## src/rtl/xaddrgen_2d.sv

```systemverilog
// Two-level nested-loop address generator: inner duty/period loop, middle
// loop of iterations_i periods, outer loop of iterations2_i blocks. Drives a
// registered address/enable pair with ready backpressure and a last marker.
module xaddrgen_2d #(
  parameter int MEM_ADDR_W = 10,
  parameter int PERIOD_W   = 10,
  parameter int ITER_W     = 10
) (
  input  logic                         clk_i,
  input  logic                         rst_n_i,
  input  logic                         init_i,
  input  logic                         run_i,
  input  logic                         ready_i,
  input  logic        [ITER_W-1:0]     iterations_i,
  input  logic        [ITER_W-1:0]     iterations2_i,
  input  logic        [PERIOD_W-1:0]   period_i,
  input  logic        [PERIOD_W-1:0]   duty_i,
  input  logic        [PERIOD_W-1:0]   delay_i,
  input  logic        [MEM_ADDR_W-1:0] start_i,
  input  logic signed [MEM_ADDR_W-1:0] incr_i,
  input  logic signed [MEM_ADDR_W-1:0] shift_i,
  input  logic signed [MEM_ADDR_W-1:0] shift2_i,
  output logic        [MEM_ADDR_W-1:0] addr_o,
  output logic                         mem_en_o,
  output logic                         last_o,
  output logic                         done_o
);

  localparam logic [PERIOD_W-1:0] ONE_P = {{(PERIOD_W-1){1'b0}}, 1'b1};
  localparam logic [ITER_W-1:0]   ONE_I = {{(ITER_W-1){1'b0}}, 1'b1};

  typedef enum logic [1:0] {IDLE, DLY, RUN} state_t;

  // A zero period length means a one-cycle period.
  function automatic logic [PERIOD_W-1:0] min1_p(input logic [PERIOD_W-1:0] v);
    return (v == '0) ? ONE_P : v;
  endfunction

  // A zero iteration count means a single iteration.
  function automatic logic [ITER_W-1:0] min1_i(input logic [ITER_W-1:0] v);
    return (v == '0) ? ONE_I : v;
  endfunction

  // Duty can never exceed the (effective) period.
  function automatic logic [PERIOD_W-1:0] clamp_duty(input logic [PERIOD_W-1:0] d,
                                                     input logic [PERIOD_W-1:0] p);
    return (d > p) ? p : d;
  endfunction

  state_t state, state_nxt;

  logic        [MEM_ADDR_W-1:0] addr_q, addr_nxt;
  logic                         mem_en_q, mem_en_nxt;
  logic                         last_q, last_nxt;
  logic                         done_q, done_nxt;
  logic        [PERIOD_W-1:0]   per_cnt, per_nxt;
  logic        [PERIOD_W-1:0]   dly_cnt, dly_nxt;
  logic        [ITER_W-1:0]     iter_cnt, iter_nxt;
  logic        [ITER_W-1:0]     iter2_cnt, iter2_nxt;

  logic        [PERIOD_W-1:0]   eff_period, eff_duty;
  logic        [ITER_W-1:0]     eff_iter, eff_iter2;
  logic                         period_end, block_end, run_end;
  logic                         first_en, first_last;
  logic signed [MEM_ADDR_W-1:0] step;

  assign eff_period = min1_p(period_i);
  assign eff_duty   = clamp_duty(duty_i, eff_period);
  assign eff_iter   = min1_i(iterations_i);
  assign eff_iter2  = min1_i(iterations2_i);

  assign period_end = (per_cnt == eff_period);
  assign block_end  = period_end && (iter_cnt == eff_iter);
  assign run_end    = block_end && (iter2_cnt == eff_iter2);

  // Outputs for the first RUN cycle, where all counters equal 1.
  assign first_en   = (eff_duty != '0);
  assign first_last = (eff_period == ONE_P) && (eff_iter == ONE_I) && (eff_iter2 == ONE_I);

  // Address step for the current cycle; two's-complement wrap is intended.
  assign step = (mem_en_q   ? incr_i   : '0)
              + (period_end ? shift_i  : '0)
              + (block_end  ? shift2_i : '0);

  // State register.
  always_ff @(posedge clk_i or negedge rst_n_i) begin
    if (!rst_n_i) state <= IDLE;
    else          state <= state_nxt;
  end

  // Next-state, counter and output computation; ready_i low holds everything.
  always_comb begin
    state_nxt  = state;
    addr_nxt   = addr_q;
    mem_en_nxt = mem_en_q;
    last_nxt   = last_q;
    done_nxt   = done_q;
    per_nxt    = per_cnt;
    dly_nxt    = dly_cnt;
    iter_nxt   = iter_cnt;
    iter2_nxt  = iter2_cnt;
    unique case (state)
      IDLE: begin
        if (run_i && ready_i) begin
          addr_nxt  = start_i;
          per_nxt   = ONE_P;
          iter_nxt  = ONE_I;
          iter2_nxt = ONE_I;
          done_nxt  = 1'b0;
          if (delay_i == '0) begin
            state_nxt  = RUN;
            mem_en_nxt = first_en;
            last_nxt   = first_last;
          end else begin
            state_nxt = DLY;
            dly_nxt   = delay_i;
          end
        end else if (init_i) begin
          addr_nxt  = start_i;
          per_nxt   = ONE_P;
          dly_nxt   = ONE_P;
          iter_nxt  = ONE_I;
          iter2_nxt = ONE_I;
        end
      end
      DLY: begin
        if (ready_i) begin
          if (dly_cnt <= ONE_P) begin
            state_nxt  = RUN;
            per_nxt    = ONE_P;
            mem_en_nxt = first_en;
            last_nxt   = first_last;
          end else begin
            dly_nxt = dly_cnt - ONE_P;
          end
        end
      end
      RUN: begin
        if (ready_i) begin
          addr_nxt = addr_q + step;
          if (run_end) begin
            if (run_i) begin
              // Seamless chained run: no delay, done_o stays low.
              addr_nxt   = start_i;
              per_nxt    = ONE_P;
              iter_nxt   = ONE_I;
              iter2_nxt  = ONE_I;
              mem_en_nxt = first_en;
              last_nxt   = first_last;
            end else begin
              state_nxt  = IDLE;
              done_nxt   = 1'b1;
              mem_en_nxt = 1'b0;
              last_nxt   = 1'b0;
            end
          end else begin
            per_nxt    = period_end ? ONE_P : per_cnt + ONE_P;
            iter_nxt   = block_end ? ONE_I : (period_end ? iter_cnt + ONE_I : iter_cnt);
            iter2_nxt  = block_end ? iter2_cnt + ONE_I : iter2_cnt;
            mem_en_nxt = (per_nxt <= eff_duty);
            last_nxt   = (per_nxt == eff_period) && (iter_nxt == eff_iter) &&
                         (iter2_nxt == eff_iter2);
          end
        end
      end
      default: state_nxt = IDLE;
    endcase
  end

  // Datapath and output registers.
  always_ff @(posedge clk_i or negedge rst_n_i) begin
    if (!rst_n_i) begin
      addr_q    <= '0;
      mem_en_q  <= 1'b0;
      last_q    <= 1'b0;
      done_q    <= 1'b1;
      per_cnt   <= '0;
      dly_cnt   <= '0;
      iter_cnt  <= '0;
      iter2_cnt <= '0;
    end else begin
      addr_q    <= addr_nxt;
      mem_en_q  <= mem_en_nxt;
      last_q    <= last_nxt;
      done_q    <= done_nxt;
      per_cnt   <= per_nxt;
      dly_cnt   <= dly_nxt;
      iter_cnt  <= iter_nxt;
      iter2_cnt <= iter2_nxt;
    end
  end

  assign addr_o   = addr_q;
  assign mem_en_o = mem_en_q;
  assign last_o   = last_q;
  assign done_o   = done_q;

endmodule

```

## config.mk

```make
export PLATFORM = sky130hd
export DESIGN_NAME = xaddrgen_2d
export DESIGN_NICKNAME = d
export VERILOG_FILES = /design/src/rtl/xaddrgen_2d.sv
export SDC_FILE = /design/constraint.sdc
export NUM_CORES = 1
export LEC_CHECK = 0
export ABC_AREA = 1
export CAP_MARGIN = 20
export CELL_PAD_IN_SITES_DETAIL_PLACEMENT = 1
export CELL_PAD_IN_SITES_GLOBAL_PLACEMENT = 2
export CORE_MARGIN = 4
export CORE_UTILIZATION = 32
export CTS_CLUSTER_SIZE = 28
export DETAILED_ROUTE_END_ITERATION = 10
export MAX_ROUTING_LAYER = met4
export PLACE_DENSITY = 0.93
export REMOVE_ABC_BUFFERS = 1
export SYNTH_ARGS = -nofsm -noshare
export SYNTH_HDL_FRONTEND = slang
export SYNTH_SLANG_ARGS = --single-unit
```

## constraint.sdc

```tcl
create_clock -name clk_i -period 8.6 [get_ports clk_i]
set_clock_uncertainty 0.05 [all_clocks]
set_input_delay 2.58 -clock clk_i [delete_from_list [all_inputs] [get_ports clk_i]]
set_output_delay 2.58 -clock clk_i [all_outputs]
set_load 0.03 [all_outputs]
```

==> impl_results.md <==
* Mux contribution to synthesized area at 0%
* Worst Hold Launch: dly_cnt[5]
* Gpl congestion at 0.877
* Ant diodes at 0
* Outcome: completed
* # clock sinks at 55
* Htree depth at 2
* Row cnt at 51
* Comb power frac at 65.1%
* Internal power at 0.830 mW
* Ports at 108
* Largest net degree at the start of global routing at 56
* Met3 usage at 2.80%
* Yosys cell types at 45
* Worst-margin pin slew at 0.820 ns
* Initial antenna violation count at 0
* DRT Wirelength at 23.2 mm
* Die Height at 149 um
* Final Hold Viols at 0
* Global router's overall resource usage at 21.9%
* Number of setup buffers added after CTS at 0
* Register area share after synthesis at 21.6%
* GRT met1 Usage at 29.2%
* Critical path fanouts, max at 24
* YS warnings at 0
* Switch Pwr at 0.867 mW
* Largest family of logic cells by synthesized area: simple AND/OR/NAND/NOR gates
* Die area at 22200 um2
* Crit path kind: in2reg
* Vias in the first global route at 7119
* TritonCTS Buffers at 5
* Worst Path Arrival at 7.45 ns
* CTS Hold Buffers Added at 0
* Switching share of power at 51.1%
* Hold endpoint: dly_cnt[5]
* Reg-to-reg slack, setup at 3.61 ns
* Pwr per Cell Area at 217 nW/um2
* CTS Buffer Depth at 2
* Critical Path Slowest Stage Cell: clkdlybuf4s50_1
* Clock Latency Late Sink at 0.31 ns
* Post-cts resize count at 0
* Grt ovf at 0
* Most used cell, CP: nand2_1
* Unrepaired setup endpoints after global routing: no
* Gate Count Post-Synth at 994
* Die Wd at 149 um
* Mapped cell area at 6370 um2
* Setup TNS Final at 0 ns
* Finish-stage setup viols at 0
* First-pass GRT wire length at 37.8 mm
* P_leak at 3.75 nW
* Max-slew headroom at 45.3%
* Residual DRC at 0
* FF-to-FF End: addr_o[9]
* Post-synthesis adder-cell area fraction at 13.1%
* Synth Area in Compound Gates at 12.6%
* M2 GR Usage at 36.5%
* Root buf cell: clkbuf_16
* Total core area at 19500 um2
* Vias/cell at 5.04
* Max_cap viols at 0
* Seq pwr share at 22.4%
* Avg WL per Cell at 17.1 um
* Fin crit share at 85.0%
* Simple-Gate Fraction of Synth Area at 35.9%
* Crit end category: flop
* Port bufs at 107
* Post-Synth XOR/XNOR Area at 5.23%
* CP max stage delay at 0.52 ns
* Final min period at 7.31 ns
* Busiest grt layer: met2
* Area growth syn-to-layout at 22.6%
* Final #Nets at 1242
* Min-Delay Path Class: reg2reg
* Startpoint types: input port
* HPWL after detailed placement at 19.1 mm
* Synth Register Bits at 55
* Vias at 6826
* Design Power at 1.70 mW
* Drt first pass iters at 5
* Clock transition at path regs at 0.08 ns
* Initial DRC count at 388
* Routed Antenna Nets at 0
* Req. time, crit path at 8.74 ns
* FF-to-FF Start: per_cnt[4]
* Hold path depth at 2
* R2R cell count at 28
* TritonCTS clock tree: done
* Share of cells above drive strength 1 at 5.23%
* Syn Area/Cell at 6.41 um2
* Peak VDD IR at 0.0996 mV
* Peak Freq at 0.137 GHz
* Initial Util at 32.6%
* Clock power frac at 12.4%
* Final Max Slew Viols at 0
state kept, by name, indices dropped and copies added (netlist names):
signal and count:
addr_o 10, dly_cnt 10, iter2_cnt 10, iter_cnt 10, per_cnt 10, state 2, done_o 1, last_o 1
mem_en_o 1
worst max-delay path, delay by kind of cell:
| kind | cells | cell delay [ns] |
|---|---|---|
| buf+inv | 6 | 1.31 |
| compound gates | 4 | 0.58 |
| fa+ha+maj | 3 | 1.12 |
| simple gates | 15 | 1.74 |
| xor+xnor | 1 | 0.14 |
power groups by stage:
stage,sequential (mW),combinational [mW],clock [mW]
after floorplan,0.428,0.674,0
after global placement,0.385,1.08,0
after detailed placement,0.386,1.11,0
after CTS,0.382,1.12,0.217
after global routing,0.391,1.25,0.226
final,0.381,1.10,0.211
cell families after synthesis:
group                      Yosys count
adders and majority gates           56
AOI/OAI and AO/OA                  139
xor gates and xnor gates            38
buffers and inverters              186
DFF                                 55
and+or+nand+nor                    520
layout by cell type (no fill, tap or decap), drive strengths merged:
cell,netlist,layout
a2111oi,1,1
a21boi,1,1
a21oi,23,23
a2bb2oi,1,1
buf,10,4
clkbuf,10,6
clkdlybuf4s50,0,106
clkinv,5,5
dfrtp,54,54
dfstp,1,1
fa,18,18
ha,38,38
inv,161,161
nand2,299,299
nand3,76,76
nand3b,1,1
nand4,29,29
nor2,91,91
nor3,14,14
nor3b,1,1
nor4,5,5
o2111ai,1,1
o211ai,13,13
o21a,2,2
o21ai,70,70
o21bai,1,1
o22ai,20,20
o311ai,2,2
o31ai,3,3
o41ai,1,1
or2,4,4
xnor2,11,11
xor2,27,27
metrics by stage:
stage               utilization (%)  worst slack [ns]  instance area [um2]  instances  hold slack [ns]
floorplan                         -              2.12                 6260        974            0.414
global placement               39.3              1.13                 7680       1349            0.445
detailed placement             39.3             0.920                 7680       1349            0.443
CTS                            40.0              1.23                 7810       1355            0.464
global route                   40.0             0.750                 7810       1355            0.501
finish                         40.0              1.29                 7810       1355            0.457
Yosys cell counts (all sizes together):
library cell | number | area [um2]
a2111oi | 1 | 8.76
a21boi | 1 | 7.51
a21oi | 23 | 115
a2bb2oi | 1 | 8.76
buf | 10 | 72.6
clkbuf | 10 | 37.5
clkinv | 5 | 18.8
dfrtp | 54 | 1350
dfstp | 1 | 26.3
fa | 18 | 360
ha | 38 | 475
inv | 161 | 607
nand2 | 299 | 1160
nand3 | 76 | 413
nand3b | 1 | 7.51
nand4 | 29 | 181
nor2 | 91 | 382
nor3 | 14 | 81.3
nor3b | 1 | 7.51
nor4 | 5 | 31.3
o2111ai | 1 | 8.76
o211ai | 13 | 97.6
o21a | 2 | 15.0
o21ai | 70 | 358
o21bai | 1 | 7.51
o22ai | 20 | 125
o311ai | 2 | 17.5
o31ai | 3 | 22.5
o41ai | 1 | 8.76
or2 | 4 | 25.0
xnor2 | 11 | 96.3
xor2 | 27 | 236
cell type report:
cell class	count	area, um2
inverter	166	626
multi-input combinational	753	4260
timing repair buffer	110	1090
tap	265	332
fill	2574	11700
sequential	55	1380
clock buffer	6	129
worst max path at each step:
stage          cells after the start   endpoint        start
2_1_floorplan                     27  addr_o[9]  period_i[6]
3_3_place_gp                      28  addr_o[9]  period_i[5]
3_5_place_dp                      29  addr_o[9]  period_i[6]
4_1_cts                           29  addr_o[9]  period_i[6]
5_1_grt                           29  addr_o[9]  period_i[6]
6_report                          29  addr_o[9]  period_i[6]
routing by layer:
layer  part of all wire (%)  vias to the layer above
met4                    1.3                        0
li1                       -                     3399
met3                    4.8                       19
met2                     47                      143
met5                      0                        -
met1                     46                     3265
(Power assumes the default switching activity.)
